===== src/rtl/seg_scan_decoder.sv =====
// Recovers BCD digits from a multiplexed 7-segment scan: debounces each (seg, dig_en)
// pair, assembles four-digit frames and publishes a frame once it repeats CONFIRM times.
module seg_scan_decoder #(
    parameter int SETTLE  = 4,
    parameter int CONFIRM = 2
) (
    input  logic        clk,
    input  logic        rst,
    input  logic [6:0]  seg,
    input  logic [3:0]  dig_en,
    output logic [15:0] bcd_out,
    output logic        valid,
    output logic        err
);

    localparam logic [7:0] SETTLE_C  = 8'(SETTLE);
    localparam logic [3:0] CONFIRM_C = 4'(CONFIRM);

    typedef enum logic [1:0] {
        ST_IDLE   = 2'd0,
        ST_SETTLE = 2'd1,
        ST_HELD   = 2'd2
    } state_t;

    function automatic logic [3:0] decode_seg(input logic [6:0] s);
        logic [3:0] d;
        case (s)
            7'h3F:   d = 4'h0;
            7'h06:   d = 4'h1;
            7'h5B:   d = 4'h2;
            7'h4F:   d = 4'h3;
            7'h66:   d = 4'h4;
            7'h6D:   d = 4'h5;
            7'h7D:   d = 4'h6;
            7'h07:   d = 4'h7;
            7'h7F:   d = 4'h8;
            7'h6F:   d = 4'h9;
            7'h00:   d = 4'hF;
            default: d = 4'hE;
        endcase
        return d;
    endfunction

    function automatic logic has_invalid(input logic [15:0] f);
        return (f[3:0] == 4'hE) || (f[7:4] == 4'hE) || (f[11:8] == 4'hE) || (f[15:12] == 4'hE);
    endfunction

    state_t      state_r, state_n;
    logic [6:0]  seg_r, seg_p_r;
    logic [3:0]  dig_r, dig_p_r;
    logic [7:0]  cnt_r, cnt_n;
    logic [15:0] shadow_r, frame_s;
    logic [3:0]  mask_r, mask_n_s;
    logic [15:0] cand_r, cand_n;
    logic [3:0]  mcnt_r, mcnt_n;
    logic        load_pend_r, fire_s;
    logic [15:0] bcd_r;
    logic        valid_r, err_r;
    logic        onehot_s, changed_s, capture_s, complete_s;
    logic [3:0]  dec_s;

    assign onehot_s  = (dig_r == 4'b0001) || (dig_r == 4'b0010) ||
                       (dig_r == 4'b0100) || (dig_r == 4'b1000);
    assign changed_s = (seg_r != seg_p_r) || (dig_r != dig_p_r);
    assign dec_s     = decode_seg(seg_r);

    // State register
    always_ff @(posedge clk) begin
        if (rst) begin
            state_r <= ST_IDLE;
            cnt_r   <= 8'd0;
        end else begin
            state_r <= state_n;
            cnt_r   <= cnt_n;
        end
    end

    // Stability tracking: a capture fires on the SETTLE-th identical registered cycle
    always_comb begin
        state_n   = state_r;
        cnt_n     = cnt_r;
        capture_s = 1'b0;
        case (state_r)
            ST_IDLE: begin
                if (onehot_s) begin
                    state_n = ST_SETTLE;
                    cnt_n   = 8'd1;
                end else begin
                    cnt_n   = 8'd0;
                end
            end
            ST_SETTLE: begin
                if (changed_s) begin
                    cnt_n   = 8'd1;
                    state_n = onehot_s ? ST_SETTLE : ST_IDLE;
                end else if ((cnt_r + 8'd1) == SETTLE_C) begin
                    cnt_n     = SETTLE_C;
                    capture_s = 1'b1;
                    state_n   = ST_HELD;
                end else begin
                    cnt_n = cnt_r + 8'd1;
                end
            end
            ST_HELD: begin
                if (changed_s) begin
                    cnt_n   = 8'd1;
                    state_n = onehot_s ? ST_SETTLE : ST_IDLE;
                end else begin
                    state_n = ST_HELD;
                end
            end
            default: begin
                state_n = ST_IDLE;
                cnt_n   = 8'd0;
            end
        endcase
    end

    // Frame assembly and candidate/match bookkeeping
    always_comb begin
        frame_s = shadow_r;
        case (dig_r)
            4'b0001: frame_s[3:0]   = dec_s;
            4'b0010: frame_s[7:4]   = dec_s;
            4'b0100: frame_s[11:8]  = dec_s;
            4'b1000: frame_s[15:12] = dec_s;
            default: frame_s = shadow_r;
        endcase
        mask_n_s   = mask_r | dig_r;
        complete_s = capture_s && (mask_n_s == 4'b1111);
        cand_n     = cand_r;
        mcnt_n     = mcnt_r;
        fire_s     = 1'b0;
        if (complete_s) begin
            if (has_invalid(frame_s)) begin
                mcnt_n = 4'd0;
            end else if (frame_s == cand_r) begin
                mcnt_n = (mcnt_r < CONFIRM_C) ? (mcnt_r + 4'd1) : mcnt_r;
            end else begin
                cand_n = frame_s;
                mcnt_n = 4'd1;
            end
            // A fresh candidate counts as a transition so CONFIRM=1 still publishes it
            fire_s = (mcnt_n == CONFIRM_C) && ((mcnt_r != CONFIRM_C) || (cand_n != cand_r));
        end else begin
            fire_s = 1'b0;
        end
    end

    // Input stage, shadow slots and output registers
    always_ff @(posedge clk) begin
        if (rst) begin
            seg_r       <= 7'd0;
            dig_r       <= 4'd0;
            seg_p_r     <= 7'd0;
            dig_p_r     <= 4'd0;
            shadow_r    <= 16'h0000;
            mask_r      <= 4'd0;
            cand_r      <= 16'h0000;
            mcnt_r      <= 4'd0;
            load_pend_r <= 1'b0;
            bcd_r       <= 16'h0000;
            valid_r     <= 1'b0;
            err_r       <= 1'b0;
        end else begin
            seg_r       <= seg;
            dig_r       <= dig_en;
            seg_p_r     <= seg_r;
            dig_p_r     <= dig_r;
            if (capture_s) begin
                shadow_r <= frame_s;
                mask_r   <= complete_s ? 4'd0 : mask_n_s;
            end else begin
                shadow_r <= shadow_r;
                mask_r   <= mask_r;
            end
            cand_r      <= cand_n;
            mcnt_r      <= mcnt_n;
            load_pend_r <= fire_s;
            valid_r     <= load_pend_r;
            bcd_r       <= load_pend_r ? cand_r : bcd_r;
            err_r       <= capture_s && (dec_s == 4'hE);
        end
    end

    assign bcd_out = bcd_r;
    assign valid   = valid_r;
    assign err     = err_r;

endmodule


===== config.mk =====
export PLATFORM = sky130hd
export DESIGN_NAME = seg_scan_decoder
export DESIGN_NICKNAME = d
export VERILOG_FILES = /design/src/rtl/seg_scan_decoder.sv
export SDC_FILE = /design/constraint.sdc
export NUM_CORES = 1
export LEC_CHECK = 0
export ABC_AREA = 0
export BUFFER_PORTS_ARGS = -buffer_cell sky130_fd_sc_hd__buf_2
export CELL_PAD_IN_SITES_DETAIL_PLACEMENT = 0
export CELL_PAD_IN_SITES_GLOBAL_PLACEMENT = 2
export CORE_MARGIN = 4
export CORE_UTILIZATION = 34
export DETAILED_ROUTE_END_ITERATION = 7
export GPL_ROUTABILITY_DRIVEN = 0
export PLACE_DENSITY_LB_ADDON = 0.1
export RECOVER_POWER = 100
export SYNTH_ARGS = -nofsm -noshare
export SYNTH_HDL_FRONTEND = slang
export SYNTH_SLANG_ARGS = --single-unit

===== constraint.sdc =====
create_clock -name clk -period 2.72 [get_ports clk]
set_input_delay 0 -clock clk [delete_from_list [all_inputs] [get_ports clk]]
set_output_delay 0 -clock clk [all_outputs]
set_load 0.02 [all_outputs]

==> Word-level counts from Yosys, hierarchy flattened <==
Index checks and enable logic that the tools add are counted.
{ "totals": {"input_bits": 13, "output_inout_bits": 18, "wordCells": 93, "regBits": 91} }
{ "classes": {"order_cmp": 1, "n_mux": 27, "n_eq_ne": 32, "n_reduce_logical": 15, "n_addsub": 2, "n_bitwise": 2} }
{ "op_table": {"columns": ["operator", "n"], "rows": [
  ["$eq 7x7->1 const B", 7],
  ["$mux 16", 3],
  ["$pmux 4 s11", 1],
  ["$mux 4", 9],
  ["$eq 4x4->1 const B", 7],
  ["$mux 8", 3],
  ["$pmux 8 s3", 1],
  ["$eq 16x16->1", 1],
  ["$ne 16x16->1", 1],
  ["$eq 7x3->1 const B", 2],
  ["$add 8x1->8 const B", 1],
  ["$eq 4x2->1 const B", 2],
  ["$eq 8x3->1 const B", 1],
  ["$logic_or 1x1->1", 8],
  ["$mux 2", 4],
  ["$eq 7x6->1 const B", 1],
  ["$logic_not 7->1", 1],
  ["$ne 7x7->1", 1],
  ["$pmux 2 s3", 1],
  ["$mux 1", 5],
  ["$add 4x1->4 const B", 1],
  ["$eq 4x1->1 const B", 1],
  ["$eq 4x3->1 const B", 1],
  ["$lt 4x2->1 const B", 1],
  ["other kinds (12)", 15]
]} }

==> Logic depth before layout (Yosys ltp) <==
{ "depth": {"word_depth": 12, "depth_mapped": 12, "mapped_depth_nobuf": 9} }

==> Worst setup path after synthesis <==
Ideal clock, no wire load.
{ "synth_timing": {"path_kind": "flip-flop to flip-flop", "from": "register seg_r[3]", "to": "register cand_r[11]", "synth_period_minus_slack_ns": 2.767, "t_required_ns": 2.597, "path_buffers": 3, "slack_ns": -0.047, "stages_incl_launch_ff": 12, "arrival_time_ns": 2.644, "setup_ns": 0.123, "path_cell_list": "dfxtp_1 buf_6 or4_4 buf_6 o32ai_4 a211o_4 o22ai_1 or3_4 nor3_4 a211o_1 buf_6 mux2_1"} }
{ "synth_via": {"elab_chain_cells": 9, "word_cells_on_any_way": 32, "cone_classes": "eq/ne: 16; mux: 10; reduce/logical: 6"} }
{ "synth_rtl": {"columns": ["element", "line", "source"], "rows": [
  ["start, declared", "49", "logic [6:0] seg_r, seg_p_r;"],
  ["start signal, assigned", "166", "seg_r <= seg;"],
  ["$eq 7x7->1 (tied with other cells)", "27", "case (s)"],
  ["$pmux 4 s11", "27", null],
  ["$mux 4", "122", "case (dig_r)"],
  ["$eq 4x4->1", "45", "return (f[3:0] == 4'hE) || (f[7:4] == 4'hE) || (f[11:8] == 4'hE) || (f[15:12] == 4'hE);"],
  ["$logic_or 1x1->1 (3 in series)", "45", null],
  ["$mux 16", "135", "if (has_invalid(frame_s)) begin"],
  ["$mux 16", "134", "if (complete_s) begin"],
  ["end signal, assigned", "177", "cand_r <= cand_n;"],
  ["end, declared", "54", "logic [15:0] cand_r, cand_n;"]
]} }
Several ways; a longest one is shown, not always the timed one. The select of a mux whose other input is x is not followed.
A chain may end at the register's enable or synchronous reset.

==> Final worst setup path <==
{ "layout_timing": {"from": "register seg_r[1]", "to": "register cand_r[11]"} }
The elaborated chain is that of the path after synthesis.

==> metrics.txt <==
status complete, no violations; clock sink total 91; DRC viols 0; CTS max path bufs 2; max_slew headroom 64.7%; Routed Antenna Nets 0; EDFF count, synth 0; Area Growth Syn to Fin 24.5%; Post-Syn Instances 579; final setup fails 0; LEAKAGE 2.55 nW; vias per cell a little over 5; RSZ-0062 raised after global routing yes; worst endpoint required time 2950 ps; DR pass1 iterations 5; CTS tree built; fin nets 690; initial core utilization 34.7%; final wirelength 15100 um; Rows 44; Synth top area share 36.1%; Synth Cell Area 0.00505 sq mm; gr usage total 18.6%; Yosys top cell by area dfxtp_1; DR iter-0 viols 306; Critical Path Fanout Max 7; syn_nets 600; PortBufs 30; final antenna diode count 0; max cap viols 0; CP max stage delay 430 ps; Netlist cell types 67; crit path cell chain buf_4 -> nand2b_1 -> o32ai_4 -> or3_4 -> or3_1 -> a21oi_2 -> a211oi_2 -> a211o_4 -> mux2_1; vias in the first global route around 4500; top area cells in the synthesized netlist dfxtp_1, mux2i_1, nor2_1; crit end category flip-flop; CP max-delay cell or3_4; IO Pins 31; Die H 130 um; drt wl/cell 17.6 um; Final Hold Fails 0; Root Driver clkbuf_16; most common cell in the netlist dfxtp_1; critical path class flip-flop to flip-flop; Post-synth top cells dfxtp_1, nor2_1, mux2i_1, nor2b_1, a21oi_1; DPL Wire Length around 11000 um; Pins Over Slew Limit 0; Worst-path clk slew 70 ps; CP startpoint kind flip-flop; min-delay worst type input port to flip-flop; core area 0.0145 sq mm; Worst Path Arrival 2870 ps; H-tree depth 3; GRT overflow 0; fraction of layout cells with a size suffix above 1 between 20% and 30%; Tot Pwr 0.00291 W; fin crit share 96.8%; antenna violations before repair 0; Sum Neg Setup Slack 0 ps; top_reg_cell synth dfxtp_1; Peak supply drop 287 uV; fin crit period around 2600 ps; Worst Tran Pin Value 517 ps; largest net degree at the start of global routing 50; first-pass GRT wire length 24200 um; Syn Area/Cell 8.72 sq um; yosys warns 0; synthesis-stage register bit count 91; Die W 130 um; Cell Pwr Density approximately 460 mW/mm^2; number of buffers created by CTS 9; post-synthesis async set-or-reset flop share 0%; register area share after synthesis 36.1%; Max Clock Freq 0.380 GHz; Die Footprint 0.0169 sq mm; clk_lat worst skew between 300 and 400 ps; via count between 4000 and 5000; Worst Skew 6.87 ps
[worst paths after layout]
| check | startpoint | end | slack, ps | depth (start not counted) |
|---|---|---|---|---|
| setup / recovery | seg_r[1] | cand_r[11] | 90 | 9 |
| hold / removal | rst | shadow_r[15] | 110 | 2 |
| setup reg to reg | seg_r[1] | cand_r[11] | 90 | 9 |
| hold reg to reg | mask_r[3] | mask_r[3] | 470 | 2 |
[layer usage]
metal  vias to the layer above  GRT usage (%)  routed length [um]
li1                       2230              -                   -
met1                      2108           23.2                6880
met4                         0           6.97                 412
met2                        81           31.7                7220
met5                         -              0                   0
met3                        28           3.81                 599
[cell usage in the layout (no fill, tap or decap), drive strengths merged, types with 12 or more instances in the layout]
cell and n:
mux2i 48, dfxtp 91, a21oi 27, nor2 89
nand3 12, buf 106, inv 12, xnor2 21
o21ai 12, a211o 14, nor2b 26, nand2 22
nand2b 22
[state kept, by name (all words and copies together), names as in the netlist]
signal,count
mask_r,4
dig_r,4
cnt_r,8
seg_p_r,7
bcd_out,16
err,1
cand_r,16
seg_r,7
shadow_r,16
mcnt_r,4
state_r,2
dig_p_r,4
valid,1
load_pend_r,1
[repair_timing]
action | CTS | global route
setup endpoints to repair | 16 | 25
pin swaps | 1 | 2
endpoints found under the hold margin | 11 | 0
resized for setup | 1 | 22
buffers inserted | 0 | 1
hold buffers | 11 | 0
[cell families after synthesis]
kind of cell | Yosys count | synth area share, %
AND/OR/NAND/NOR | 245 | 26.6
adder cells (fa/ha/maj) | 8 | 1.98
AO/OA/AOI/OAI | 100 | 14.3
XOR/XNOR | 31 | 5.38
flip-flops | 91 | 36.1
multiplexers | 54 | 10.9
buffers and inverters | 50 | 4.76
[worst max-delay path, delay by kind of cell, from the launching register on]
family / cells / cell delay (ps)
buf+inv: 1 / 160
mux: 1 / 320
simple gates: 3 / 920
flops: 1 / 350
compound gates: 4 / 760
[per-stage QoR]
step / hold slack (ps) / cells / cell area [sq um] / setup WS (ps) / utilization [%]
3_5_place_dp: 217 / 830 / 5810 / -68.9 / 40.0
3_3_place_gp: 206 / 830 / 5810 / -27.1 / 40.0
2_1_floorplan: 128 / 579 / 5050 / 11.1 / -
4_1_cts: 92.3 / 857 / 6190 / 7.11 / 42.6
5_1_grt: 128 / 858 / 6280 / -7.57 / 43.2
6_report: 111 / 858 / 6280 / 87.9 / 43.2
[final cells by class]
| type | count | area (sq um) |
|---|---|---|
| clock inverter | 5 | 30.0 |
| clock buffer | 11 | 233 |
| multi-input combinational | 438 | 3060 |
| sequential | 91 | 1830 |
| timing repair buffer | 117 | 853 |
| tap | 184 | 230 |
| fill | 1509 | 8250 |
| inverter | 12 | 45.0 |
[power by group]
part | switching [W] | leakage, nW | internal [W] | total [W]
clock | 0.000533 | 0.125 | 0.000615 | 0.00115
combinational | 0.000208 | 1.69 | 0.000180 | 0.000388
sequential | 0.0000234 | 0.740 | 0.00135 | 0.00138
Power figures use the tool's default switching activity.
